==> config.mk <==
export PLATFORM = sky130hd
export DESIGN_NAME = hazard_scoreboard
export DESIGN_NICKNAME = d
export VERILOG_FILES = /design/src/rtl/hazard_scoreboard.sv
export SDC_FILE = /design/constraint.sdc
export NUM_CORES = 1
export LEC_CHECK = 0
export CORE_AREA = 2 2 83 85
export DETAILED_ROUTE_END_ITERATION = 16
export DIE_AREA = 0 0 85 87
export GPL_ROUTABILITY_DRIVEN = 0
export PLACE_DENSITY = 0.78
export REMOVE_ABC_BUFFERS = 1
export SLEW_MARGIN = 10
export SYNTH_ARGS = -nofsm -noshare
export SYNTH_HDL_FRONTEND = slang
export SYNTH_SLANG_ARGS = --single-unit
==> constraint.sdc <==
create_clock -name clk -period 3.3 [get_ports clk]
set_clock_uncertainty 0.15 [all_clocks]
set_input_delay 0.825 -clock clk [delete_from_list [all_inputs] [get_ports clk]]
set_output_delay 0.825 -clock clk [all_outputs]
set_load 0.02 [all_outputs]
==> src/rtl/hazard_scoreboard.sv <==
// ID-stage register/flag scoreboard: counts in-flight writes per register and in-flight
// status-register updates, and raises hazard to stall ID. Optional stats: HAZARD_SCOREBOARD_STATS_EN.
module hazard_scoreboard #(
    parameter int NUM_REGS = 16,
    parameter int ADDR_W   = 4,
    parameter int CNT_W    = 2
) (
    input  logic              clk,
    input  logic              rst,
    input  logic              id_valid,
    input  logic [ADDR_W-1:0] id_rn,
    input  logic [ADDR_W-1:0] id_src2,
    input  logic              id_two_src,
    input  logic              id_wb_en,
    input  logic [ADDR_W-1:0] id_dest,
    input  logic              id_s,
    input  logic              id_cond_use,
    input  logic              flush,
    input  logic              wb_wb_en,
    input  logic [ADDR_W-1:0] wb_dest,
    input  logic              sr_commit,
`ifdef HAZARD_SCOREBOARD_STATS_EN
    output logic [31:0]       stall_cycles,
    output logic [31:0]       issued_cnt,
`endif
    output logic              hazard,
    output logic              issue,
    output logic              sb_err
);

    localparam logic [CNT_W-1:0] CNT_MAX = {CNT_W{1'b1}};

    logic [CNT_W-1:0]    cnt_q [NUM_REGS];
    logic [CNT_W-1:0]    cnt_d [NUM_REGS];
    logic [NUM_REGS-1:0] reg_err;
    logic [CNT_W-1:0]    sflag_cnt_q, sflag_cnt_d;
    logic                sflag_err;
    logic                sb_err_q, sb_err_d;
    logic                hazard_raw;

    always_comb begin
        hazard_raw = (cnt_q[id_rn] != '0)
                   | (id_two_src  & (cnt_q[id_src2] != '0))
                   | (id_wb_en    & (cnt_q[id_dest] == CNT_MAX))
                   | (id_cond_use & (sflag_cnt_q != '0))
                   | (id_s        & (sflag_cnt_q == CNT_MAX));
        // Gated by rst so the outputs are quiet while counters are being cleared.
        hazard = ~rst & id_valid & hazard_raw;
        issue  = ~rst & id_valid & ~hazard_raw & ~flush;
    end

    generate
        for (genvar gi = 0; gi < NUM_REGS; gi++) begin : g_reg
            logic reg_inc, reg_dec;
            assign reg_inc = issue & id_wb_en & (id_dest == ADDR_W'(gi));
            assign reg_dec = wb_wb_en & (wb_dest == ADDR_W'(gi));
            // Same-cycle issue and retire cancel; a retire at zero holds at zero and flags an error.
            assign cnt_d[gi] = (reg_inc & ~reg_dec) ? cnt_q[gi] + CNT_W'(1) :
                               (reg_dec & ~reg_inc & (cnt_q[gi] != '0)) ? cnt_q[gi] - CNT_W'(1) :
                               cnt_q[gi];
            assign reg_err[gi] = reg_dec & ~reg_inc & (cnt_q[gi] == '0);
        end
    endgenerate

    always_comb begin
        logic s_inc;
        s_inc       = issue & id_s;
        sflag_cnt_d = sflag_cnt_q;
        sflag_err   = 1'b0;
        if (s_inc & ~sr_commit) begin
            sflag_cnt_d = sflag_cnt_q + CNT_W'(1);
        end else if (sr_commit & ~s_inc) begin
            if (sflag_cnt_q == '0) begin
                sflag_err = 1'b1;
            end else begin
                sflag_cnt_d = sflag_cnt_q - CNT_W'(1);
            end
        end
        sb_err_d = sb_err_q | (|reg_err) | sflag_err;
    end

    always_ff @(posedge clk) begin
        if (rst) begin
            for (int i = 0; i < NUM_REGS; i++) begin
                cnt_q[i] <= '0;
            end
            sflag_cnt_q <= '0;
            sb_err_q    <= 1'b0;
        end else begin
            for (int i = 0; i < NUM_REGS; i++) begin
                cnt_q[i] <= cnt_d[i];
            end
            sflag_cnt_q <= sflag_cnt_d;
            sb_err_q    <= sb_err_d;
        end
    end

    assign sb_err = sb_err_q;

`ifdef HAZARD_SCOREBOARD_STATS_EN
    logic [31:0] stall_cycles_q, stall_cycles_d;
    logic [31:0] issued_cnt_q, issued_cnt_d;

    always_comb begin
        stall_cycles_d = stall_cycles_q + {31'd0, hazard & ~flush};
        issued_cnt_d   = issued_cnt_q + {31'd0, issue};
    end

    always_ff @(posedge clk) begin
        if (rst) begin
            stall_cycles_q <= '0;
            issued_cnt_q   <= '0;
        end else begin
            stall_cycles_q <= stall_cycles_d;
            issued_cnt_q   <= issued_cnt_d;
        end
    end

    assign stall_cycles = stall_cycles_q;
    assign issued_cnt   = issued_cnt_q;
`endif

endmodule

==> flow_summary.yaml, run 1 <==
worst_setup_path:
  crit_path_end_kind: "flip-flop"
  start_kind: "primary input"
  cp.required_ps: 3310
  critPathArrivalTime_ps: 3580
  critical-path-slowest-cell: "o31a_1"
  path_cells: "buf_8 -> buf_6 -> nor3_4 -> a21oi_2 -> o2111a_1 -> nor4_4 -> buf_4 -> nand4_4 -> o31a_1 -> a22o_4 -> a2111oi_4 -> a31oi_1"
  path_max_fanout: 7
  cpPeakStageDelay_ps: 410
  reg2regPathDepth: 10
  path_class: "primary input to flip-flop"
timing:
  hold_viol: 0
  max_freq_mhz: 280
  worst_pin_slew_ps: 555
  final.setup.worst_slack_ps: -274
  timing.slew.headroom_pct: 62.7
  rsz0062_at_grt: "yes"
  final_max_slew_viol_count: 0
  fin_crit_sh_pct: 108
  fin_crit_ps: 3570
  setup_tns_ps: -2130
  finalSetupViolCount: 21
yosys:
  synth.most_common_cell: "dfxtp_1"
  ys_seq_area_share_pct: 24.7
  yosys-top-cells-area: "dfxtp_1, mux4_2, a211oi_1, nor3_1, nor2_1"
  synth_area_per_cell_um2: 8.12
  syn-cell-area_mm2: 0.00283
  ys.flop_type: "dfxtp_1"
  ys_seq_elements: 35
  ys_async_sr_fraction_pct: 0
  synth_cell_types: 57
  synth_cells: 349
  yosys.area.top_type: "dfxtp_1"
  yosysWarnings: 0
  synth_common_cells: "dfxtp_1, nor2_1, nor3_1"
  synth-edff-count: 0
  synth_top_area_share_pct: 24.7
layout:
  stdcell_count: 547
  nNetsFinal: 495
  postLayoutCoreUtil_pct: 66.7
  drive_above_1_share_pct: 43.3
  final_area_mm2: 0.00438
  n_antenna_cell: 0
  area_growth_pct: 54.6
global_route:
  grt_pass1_wl_um: 17900
  grt_max_degree: 37
  grt_usage_pct: 31.1
  grt_pass1_vias: 3474
  overflow: 0
  antenna_found_initial: 0
clock_tree:
  tritoncts: "yes"
  cts_max_path_buffers: 2
  clock_latency_ps: 310
  cts_root_buf: "clkbuf_8"
  clkSinkCount: 35
  clkSlewWorstSetupHoldPaths_ps: 80
  cts_hold_buf: 0
  numCtsBuffers: 5
  cts-htree-levels: 2
floorplanning:
  design.core.area_mm2: 0.00657
  die_h_um: 87
  die_area_mm2: 0.00740
  die_w_um: 85
  start_util_pct: 43.1
  rows: 30
  ios: 29
placement:
  dp_slack_ps: -1040
  place_inst: 523
  dpl-instance-area_mm2: 0.00375
  hpwl_um: 7830
  numPortBuffers: 28
run_status:
  violations: "setup timing"
  status: "complete, but fails checks"
routing:
  wl_um: 13400
  drtIter0Drc: 618
  first_pass_iters: 7
  vias_per_cell: 7.11
  drc: 0
  vias: 3891
  wl_per_cell_um: 24.6
  postRouteAntennaNets: 0
power:
  p_leak_nw: 1.62
  powerDensity_mw_per_mm2: 236
  ir_drop_uv: 266
job:
  maxCapViolCount: 0
min_path:
  whs_path_depth: 2
  hold_path_class: "flip-flop to flip-flop"
[final timing paths]
kind / from / slack (ps) / endpoint
hold reg to reg: cnt_q[7][0] / 420 / cnt_q[7][0]
hold / removal: cnt_q[7][0] / 420 / cnt_q[7][0]
setup reg to reg: cnt_q[10][1] / -110 / sb_err
setup / recovery: id_rn[0] / -270 / sb_err
[through the flow]
stage                     power [W]  hold WS (ps)
after detailed placement   0.000624           377
after floorplan            0.000508           325
after CTS                  0.000973           395
after global placement     0.000619           372
after global routing        0.00105           431
final                       0.00103           423
[per-layer routing]
| metal | GRT usage, % | vias up | wire [um] |
|---|---|---|---|
| li1 | - | 1593 | - |
| met1 | 37.3 | 1768 | 4280 |
| met2 | 50.1 | 370 | 6010 |
| met3 | 7.01 | 160 | 1820 |
| met4 | 20.3 | 0 | 1340 |
| met5 | 0 | - | 0 |
[placed cells by master, fill, tap and decap left out, types with 6 or more instances in the layout]
cell,n
buf_4,91
dfxtp_1,35
nor2_1,31
nor3_1,21
a21oi_1,21
nand2b_1,19
a211oi_1,16
buf_6,15
o21a_1,13
clkdlybuf4s50_1,13
o21ai_0,11
nand2_1,9
o31a_1,9
o21ai_1,9
inv_1,8
mux4_2,8
nor4_2,7
nor2b_1,6
o31ai_4,6
clkbuf_8,6
[cell families after synthesis]
kind of cell	count (synthesis)	synth area share, %
compound gates	120	29.9
fa+ha+maj	2	0.883
buf+inv	31	5.21
flops	35	24.7
mux	15	9.05
simple gates	146	30.2
[repair_timing]
action | CTS | global route
pin swaps | 21 | 29
setup endpoints to repair | 37 | 30
gates resized for setup | 86 | 53
setup buffers | 10 | 8
[worst max-delay path: cells and delay by family]
family / cells / cell delay, ps
buffers and inverters: 3 / 420
and+or+nand+nor: 3 / 740
AOI/OAI and AO/OA: 6 / 1570
[sequential cells by signal, summed over array words and instances (netlist names)]
| register | cells |
|---|---|
| cnt_q | 32 |
| sb_err | 1 |
| sflag_cnt_q | 2 |
[power by group]
part,internal (W),total [W],switching [W]
clock network,0.000164,0.000341,0.000177
registers,0.000424,0.000425,0.00000151
logic,0.000121,0.000266,0.000145
[layout make-up]
| class | instances | area (um^2) |
|---|---|---|
| Clock buffer | 6 | 82.6 |
| Clock inverter | 1 | 5.00 |
| Fill cell | 439 | 2190 |
| Inverter | 11 | 41.3 |
| Multi-Input combinational cell | 283 | 2360 |
| Sequential cell | 35 | 701 |
| Tap cell | 80 | 100 |
| Timing Repair Buffer | 131 | 1090 |
No activity file was read; power rests on OpenSTA's default activity.
==> run 2: changes to the inputs <==
- CTS_BUF_LIST: unset -> sky130_fd_sc_hd__clkbuf_8
==> results of run 2 <==
Final layout, timing and power as in run 1 (identical DEF).
